<file path="src/rtl/tdc_pkg.sv">
// rtl/tdc_pkg.sv - shared types and default constants for the TDC interval stage
package tdc_pkg;

  // Defaults shared with the gating stage and its bench
  localparam int TDC_CNT_W   = 16;
  localparam int TDC_TIMEOUT = 1000;

  typedef enum logic {
    IDLE = 1'b0,
    RUN  = 1'b1
  } meas_state_t;

  typedef struct packed {
    logic                 timeout;
    logic [TDC_CNT_W-1:0] data;
  } meas_rec_t;

endpackage

</file>
<file path="src/rtl/tdc_meas_fifo.sv">
// rtl/tdc_meas_fifo.sv - first-word-fall-through FIFO of measurement records
module tdc_meas_fifo
  import tdc_pkg::*;
#(
  parameter type rec_t = meas_rec_t,
  parameter int  DEPTH = 4
) (
  input  logic clk,
  input  logic rst_n,
  input  logic push,
  input  rec_t push_rec,
  input  logic pop,
  output rec_t head_rec,
  output logic empty,
  output logic full
);

  localparam int AW = $clog2(DEPTH);

  rec_t        mem [DEPTH];
  logic [AW:0] wr_ptr;
  logic [AW:0] rd_ptr;
  logic        do_push;
  logic        do_pop;

  // Extra pointer MSB separates full from empty when the indices match
  assign empty   = (wr_ptr == rd_ptr);
  assign full    = (wr_ptr[AW-1:0] == rd_ptr[AW-1:0]) && (wr_ptr[AW] != rd_ptr[AW]);
  assign do_pop  = pop && !empty;
  assign do_push = push && (!full || do_pop);

  // Head is forced to zero when nothing is stored so stale words never leak out
  assign head_rec = empty ? '0 : mem[rd_ptr[AW-1:0]];

  // Pointer update; a push into a full FIFO is only accepted alongside a pop
  always_ff @(posedge clk or negedge rst_n) begin
    if (!rst_n) begin
      wr_ptr <= '0;
      rd_ptr <= '0;
    end else begin
      if (do_push) wr_ptr <= wr_ptr + 1'b1;
      if (do_pop)  rd_ptr <= rd_ptr + 1'b1;
    end
  end

  // Storage array needs no reset; the head is masked while empty
  always_ff @(posedge clk) begin
    if (do_push) mem[wr_ptr[AW-1:0]] <= push_rec;
  end

endmodule

</file>
<file path="src/rtl/tdc_interval_meas.sv">
// rtl/tdc_interval_meas.sv - coarse start-to-stop interval counter with result FIFO
module tdc_interval_meas
  import tdc_pkg::*;
#(
  parameter int CNT_W   = TDC_CNT_W,
  parameter int TIMEOUT = TDC_TIMEOUT,
  parameter int DEPTH   = 4
) (
  input  logic             clk,
  input  logic             reset_n,
  input  logic             TDC_start,
  input  logic             TDC_stop,
  output logic [CNT_W-1:0] meas_data,
  output logic             meas_timeout,
  output logic             meas_valid,
  input  logic             meas_ready,
  output logic             busy,
  output logic [7:0]       drop_cnt
);

  typedef struct packed {
    logic             timeout;
    logic [CNT_W-1:0] data;
  } rec_t;

  localparam logic [CNT_W-1:0] TIMEOUT_VAL = CNT_W'(TIMEOUT);

  // [0] first sync stage, [1] synchronized level, [2] previous level
  logic [2:0]       start_sh;
  logic [2:0]       stop_sh;
  logic             start_rise;
  logic             stop_rise;

  meas_state_t      state;
  meas_state_t      state_nxt;
  logic [CNT_W-1:0] cnt;
  logic [CNT_W-1:0] cnt_nxt;

  logic             push;
  rec_t             push_rec;
  rec_t             head_rec;
  logic             fifo_empty;
  logic             fifo_full;
  logic             fifo_pop;
  logic             drop;

  // Both inputs share the same synchronizer depth so their relative skew stays within one cycle
  always_ff @(posedge clk or negedge reset_n) begin
    if (!reset_n) begin
      start_sh <= '0;
      stop_sh  <= '0;
    end else begin
      start_sh <= {start_sh[1:0], TDC_start};
      stop_sh  <= {stop_sh[1:0], TDC_stop};
    end
  end

  assign start_rise = start_sh[1] && !start_sh[2];
  assign stop_rise  = stop_sh[1] && !stop_sh[2];

  // State and interval counter registers
  always_ff @(posedge clk or negedge reset_n) begin
    if (!reset_n) begin
      state <= IDLE;
      cnt   <= '0;
    end else begin
      state <= state_nxt;
      cnt   <= cnt_nxt;
    end
  end

  // Next state: counter starts at 1 so it equals the elapsed cycles when stop is seen
  always_comb begin
    state_nxt = state;
    cnt_nxt   = cnt;
    case (state)
      IDLE: begin
        if (start_rise && !stop_rise) begin
          state_nxt = RUN;
          cnt_nxt   = CNT_W'(1);
        end
      end
      RUN: begin
        if (stop_rise || (cnt == TIMEOUT_VAL)) begin
          state_nxt = IDLE;
          cnt_nxt   = '0;
        end else begin
          cnt_nxt = cnt + CNT_W'(1);
        end
      end
      default: begin
        state_nxt = IDLE;
        cnt_nxt   = '0;
      end
    endcase
  end

  // Outputs: a stop on the timeout cycle still wins as a normal result
  always_comb begin
    busy     = (state == RUN);
    push     = 1'b0;
    push_rec = '0;
    case (state)
      IDLE: begin
        if (start_rise && stop_rise) push = 1'b1;
      end
      RUN: begin
        if (stop_rise) begin
          push          = 1'b1;
          push_rec.data = cnt;
        end else if (cnt == TIMEOUT_VAL) begin
          push             = 1'b1;
          push_rec.timeout = 1'b1;
          push_rec.data    = TIMEOUT_VAL;
        end
      end
      default: begin
        push = 1'b0;
      end
    endcase
  end

  assign fifo_pop = meas_valid && meas_ready;
  assign drop     = push && fifo_full && !fifo_pop;

  tdc_meas_fifo #(
    .rec_t (rec_t),
    .DEPTH (DEPTH)
  ) u_fifo (
    .clk      (clk),
    .rst_n    (reset_n),
    .push     (push),
    .push_rec (push_rec),
    .pop      (fifo_pop),
    .head_rec (head_rec),
    .empty    (fifo_empty),
    .full     (fifo_full)
  );

  // Lost-result counter sticks at its maximum instead of wrapping
  always_ff @(posedge clk or negedge reset_n) begin
    if (!reset_n) begin
      drop_cnt <= '0;
    end else if (drop && (drop_cnt != 8'hFF)) begin
      drop_cnt <= drop_cnt + 8'd1;
    end
  end

  assign meas_valid   = !fifo_empty;
  assign meas_data    = head_rec.data;
  assign meas_timeout = head_rec.timeout;

endmodule

</file>
<file path="config.mk">
export PLATFORM = sky130hd
export DESIGN_NAME = tdc_interval_meas
export DESIGN_NICKNAME = d
export VERILOG_FILES = /design/src/rtl/tdc_pkg.sv /design/src/rtl/tdc_meas_fifo.sv /design/src/rtl/tdc_interval_meas.sv
export SDC_FILE = /design/constraint.sdc
export NUM_CORES = 1
export LEC_CHECK = 0
export ABC_AREA = 1
export BUFFER_PORTS_ARGS = -buffer_cell sky130_fd_sc_hd__buf_2
export CAP_MARGIN = 20
export CORE_MARGIN = 4
export CORE_UTILIZATION = 65
export DETAILED_ROUTE_END_ITERATION = 7
export MAX_ROUTING_LAYER = met4
export PLACE_DENSITY = 0.85
export SYNTH_ARGS = -nofsm -noshare
export SYNTH_HDL_FRONTEND = slang
export SYNTH_SLANG_ARGS = --single-unit
export TNS_END_PERCENT = 100
</file>
<file path="constraint.sdc">
create_clock -name clk -period 6.9 [get_ports clk]
set_input_delay 1.38 -clock clk [delete_from_list [all_inputs] [get_ports clk]]
set_output_delay 1.38 -clock clk [all_outputs]
set_load 0.01 [all_outputs]
</file>
== After elaboration in Yosys (flattened, before gate mapping) ==
Memory sizes are Yosys's and may differ from the RTL's.
Index checks and enable logic that the tools add are counted.
Storage, ports and cells
  RAM bits: 68
  input bits: 5
  bits in registers: 37
  memories kept: 1
  output and inout bits: 27
  logic and storage cells: 55
Cells by class
  muxes and demuxes: 17
  add/sub/neg operators: 4
  equal/unequal tests: 6
  bitwise gates (word level): 1
  reduce and logical (&&, ||, !) cells: 19
Memory list
  u_fifo.mem: words 4, bits a word 17, rd ports 1, clocked after Yosys merged registers in 0, wr ports 1, RTL line tdc_meas_fifo.sv:20  | rec_t mem [DEPTH];
Operators with widths (count)
  17-bit 2-to-1 mux: 3
  16-bit 2-to-1 mux: 3
  16-bit one-hot mux with 2 select lines: 1
  16-bit by 1-bit adder with 16-bit output, second input constant: 1
  16-bit by 10-bit == test with 1-bit output, second input constant: 1
  1-bit logical AND: 11
  8-bit by 1-bit adder with 8-bit output, second input constant: 1
  1-bit 2-to-1 mux: 8
  8-bit inequality test, second input constant: 1
  3-bit by 1-bit adder with 3-bit output, second input constant: 2
  1-bit zero test: 6
  1-bit one-hot mux with 2 select lines: 2
  3-bit == test: 1
  2-bit == test: 1
  1-bit logical OR: 2
  2-bit inequality test, second input constant: 1
  1-bit inequality test: 1
  1-bit inverter: 1

== Logic depth before layout (Yosys ltp) ==
  depth in word-level cells: 8
  mapped depth: 11
  mapped depth without buffers: 10

== Modules after synthesis ==
Synthesis repeated with hierarchy kept, for this count alone.
Unflattened totals
  cells, all modules: 511
  area total of the unflattened synthesis: 4949.7 µm²
By module, submodules not included
  tdc_meas_fifo: area an instance 3165.5 µm², cells each 277, instances 1, seq. area each 2192.1 µm²
  tdc_interval_meas: area an instance 1784.2 µm², cells each 234, instances 1, seq. area each 775.7 µm²

== Worst setup path after synthesis ==
Ideal clock, no wire load.
  path kind: input-to-reg
  from: in meas_ready
  to: mem u_fifo.mem[0][0] (netlist bit), enable pin
  path buffers: 0
  slack: 4.075 ns
  setup time: 0.391 ns
  arrival time: 2.434 ns
  stages: 4
  required time: 6.509 ns
  cells stage by stage: nor2_1 -> nand2_2 -> nand2_2 -> nor2_1
On the way
  cells in the longest elaborated chain, start to end: 6
Ends and longest elaborated chain
  start, declared: RTL line tdc_interval_meas.sv:16  | input logic meas_ready,
  1-bit logical AND: RTL line tdc_interval_meas.sv:123  | assign fifo_pop = meas_valid && meas_ready;
  1-bit logical AND: RTL line tdc_meas_fifo.sv:29  | assign do_pop = pop && !empty;
  1-bit logical OR: RTL line tdc_meas_fifo.sv:30  | assign do_push = push && (!full || do_pop);
  1-bit logical AND: RTL line tdc_meas_fifo.sv:30
  1-bit 2-to-1 mux: RTL line tdc_meas_fifo.sv:48  | if (do_push) mem[wr_ptr[AW-1:0]] <= push_rec;
  1-bit 2-to-1 mux (implied by the code): RTL line tdc_meas_fifo.sv:48
  end, declared: RTL line tdc_meas_fifo.sv:20
No other way between the ends.

== Worst setup path in the final report ==
  from: reg u_fifo.rd_ptr[1]
  to: out meas_data[7]
On the way
  cells in the longest elaborated chain, start to end: 2
  elaborated cells between the ends (all ways): 3
  classes of those cells: eq/ne: 1; mux: 1; memory: 1
Ends and longest elaborated chain
  start, declared: RTL line tdc_meas_fifo.sv:22  | logic [AW:0] rd_ptr;
  start signal, assigned: RTL line tdc_meas_fifo.sv:42  | if (do_pop) rd_ptr <= rd_ptr + 1'b1;
  memory read 4 x 17 bit / 3-bit == test (equally long branches)
  17-bit 2-to-1 mux (*): RTL line tdc_meas_fifo.sv:33  | assign head_rec = empty ? '0 : mem[rd_ptr[AW-1:0]];
  end, declared: RTL line tdc_interval_meas.sv:13  | output logic [CNT_W-1:0] meas_data,
Every way passes the cells marked *; elsewhere a longest branch is shown, timed or not.

==> metrics <==
worst hold path endpoint=stop_sh[1]; RSZ-0062 raised after global routing=false; Synth Area per Inst=9.63 um^2; Max Slew Vio Count=0; first-pass GRT wire length=16,000 um; Int Pwr=1.07 mW; drt initial violations=189; FP Rows=31; FILL cells=510; Met1 Wirelength=4180 um; commonest non-fill, non-tap cell in the layout=nand2_1; clk_skew=0.0147 ns; CTS Buffer Depth=2; Data required, critical path=5.52 ns; max frequency=263 MHz; Initial Util=0.672; Pwr Density=331 mW/mm^2; Inserted Diodes=0; CTS tree=built; Worst Hold Path Cells=0; pin count of the biggest net entering global routing=38; Core Footprint=0.00729 mm^2; period utilisation layout=0.551; hpwl dp=6390 um; met2 routed WL=4910 um; footprint of the multi-input gates=0.00165 mm^2; Distinct cells, synth=28; most frequent cells in the layout=nand2_1 (110), nor2_1 (72), edfxtp_1 (68); num ports=32; Root Buffer=clkbuf_8; Worst Path Max Fanout=20; Layout area overhead=8.04%; max-cap viol count=0; Final setup viols=0; Nets=551; R2R Setup Slk=4.03 ns; ranking of synthesized cells by area=edfxtp_1 (42%), dfrtp_1 (19%), nand2_1 (8.4%); cell accounting for the most synthesized area=edfxtp_1; min-delay src=stop_sh[0]; Post-CTS Setup Inserts=0; Hold WS=0.364 ns; synth warn=0; synthesized flop and latch total=105; r2r worst-path depth=5; Post-Syn Area=0.00490 mm^2; Hold WC Path Type=register to register; initial antenna violation count=0; Clock power frac=0.193; layout cells sized above 1=0.133; post-layout min period=3.80 ns; Power Total=1.75 mW; Congestion Overflow GR=0; Die Span Y=94.8 um; vias in the first global route=3,380; worst vdd ir=0.000161 V; WL final=9920 um; sw power=681 uW; status=complete, no violations; combinational share of power=0.364; Vias/cell=5.60; clock latency at the later pin of the worst-skew pair=0.37 ns; Startpoint Class=register; DR WL/cell=15.4 um; total CTS buffers=9; setup tns final=0 ns; first-pass iteration count of the detailed router=5; Worst-path clk slew=0.10 ns; post-synthesis cell count=509; I/O Buffers=31; Flop pwr share=0.443; CP endpoint kind=output pin; total track usage=0.241; Post-CTS Hold Fix Bufs=0; top routing layer in use=met4; Net Sw Frac=0.388; sequential share of the synthesized area=0.606; Vias=3,592; Reg-to-Reg Start=stop_sh[2]; Finished Core Util=0.726; Syn Nets=522; Die X=94.8 um; post-cts sizing count=0; max_slew headroom=0.342; Worst Max-Slew Pin Slew=0.986 ns; reg-to-reg endpoint=u_fifo.mem[2][11]; P_leak=2.28 nW; DR DRC count=0; final hold violations=0; met3 routed WL=618 um; crit path DAT=2.42 ns; Yosys top cell area share=0.417; fin cells=642; DRT antenna net count=0; Inst Count DP=626; Crit Path Class=register to output pin; Die Area=0.00899 mm^2; Register Area=0.00297 mm^2; CTS Sinks=105; gpl congestion=0.921; H-tree depth=3
==> worst max-delay path by stage <==
stage	from	slack [ns]	endpoint
after CTS	u_fifo.rd_ptr[1]	3.16	meas_data[7]
after floorplan	meas_ready	4.08	u_fifo.mem[0][0]
after global routing	u_fifo.rd_ptr[1]	2.97	meas_data[7]
after global placement	u_fifo.rd_ptr[1]	3.67	meas_data[1]
after detailed placement	u_fifo.rd_ptr[1]	3.56	meas_data[3]
final	u_fifo.rd_ptr[1]	3.10	meas_data[7]
==> per-stage QoR <==
| stage | area, um^2 | worst slack, ns |
|---|---|---|
| global placement | 5130 | 3.67 |
| CTS | 5300 | 3.16 |
| finish | 5300 | 3.10 |
| global route | 5300 | 2.97 |
| detailed placement | 5130 | 3.56 |
| floorplan | 4900 | 4.08 |
==> worst max-delay path: stages (launching register included) <==
cell and delay (ns):
dfrtp_1 0.78, inv_2 0.31, nand2_1 0.12, nand2_1 0.06
nor2_2 0.16, nand2_2 0.27, nand2_1 0.17, inv_1 0.05
buf_2 0.13
==> cells in the mapped netlist, drive strengths merged <==
master  instances
a21o            1
a21oi           3
buf             7
clkbuf          9
dfrtp          37
edfxtp         68
ha              8
inv            57
nand2         117
nand3          31
nand4           5
nor2           80
nor3            1
o21ai          48
o21bai          1
o22ai          23
xor2           13
==> per-layer routing <==
| metal | vias to the layer above | track usage |
|---|---|---|
| li1 | 1739 | - |
| met1 | 1690 | 0.311 |
| met2 | 142 | 0.396 |
| met3 | 21 | 0.0263 |
| met4 | 0 | 0.0913 |
| met5 | - | - |
==> power by group through the flow <==
stage	clock [mW]	sequential, mW	combinational (mW)
6_report	0.338	0.778	0.639
3_5_place_dp	0	0.790	0.635
4_1_cts	0.339	0.777	0.642
5_1_grt	0.366	0.784	0.719
3_3_place_gp	0	0.787	0.607
2_1_floorplan	0	0.769	0.453
==> sequential cells by signal, indices dropped and copies added (netlist names) <==
name	count
busy	1
cnt	16
drop_cnt	8
start_sh	3
stop_sh	3
u_fifo.mem	68
u_fifo.rd_ptr	3
u_fifo.wr_ptr	3
==> cell type report <==
cell class                 instances  share of cell area
clock buffer                      12              0.0255
clock inverter                     4             0.00567
inverter                          57              0.0404
multi-input combinational        331               0.311
sequential                       105               0.560
tap                               99              0.0234
timing repair buffer              34              0.0336
==> cell families (layout without fill, tap and decap cells) <==
kind of cell / after synthesis / count (layout) / share of synthesized area
xor gates and xnor gates: 13 / 13 / 0.0232
DFF: 105 / 105 / 0.606
and+or+nand+nor: 234 / 234 / 0.206
adders and majority gates: 8 / 8 / 0.0204
AOI/OAI and AO/OA: 76 / 76 / 0.0853
buffers and inverters: 73 / 107 / 0.0595
(Power assumes the default switching activity.)
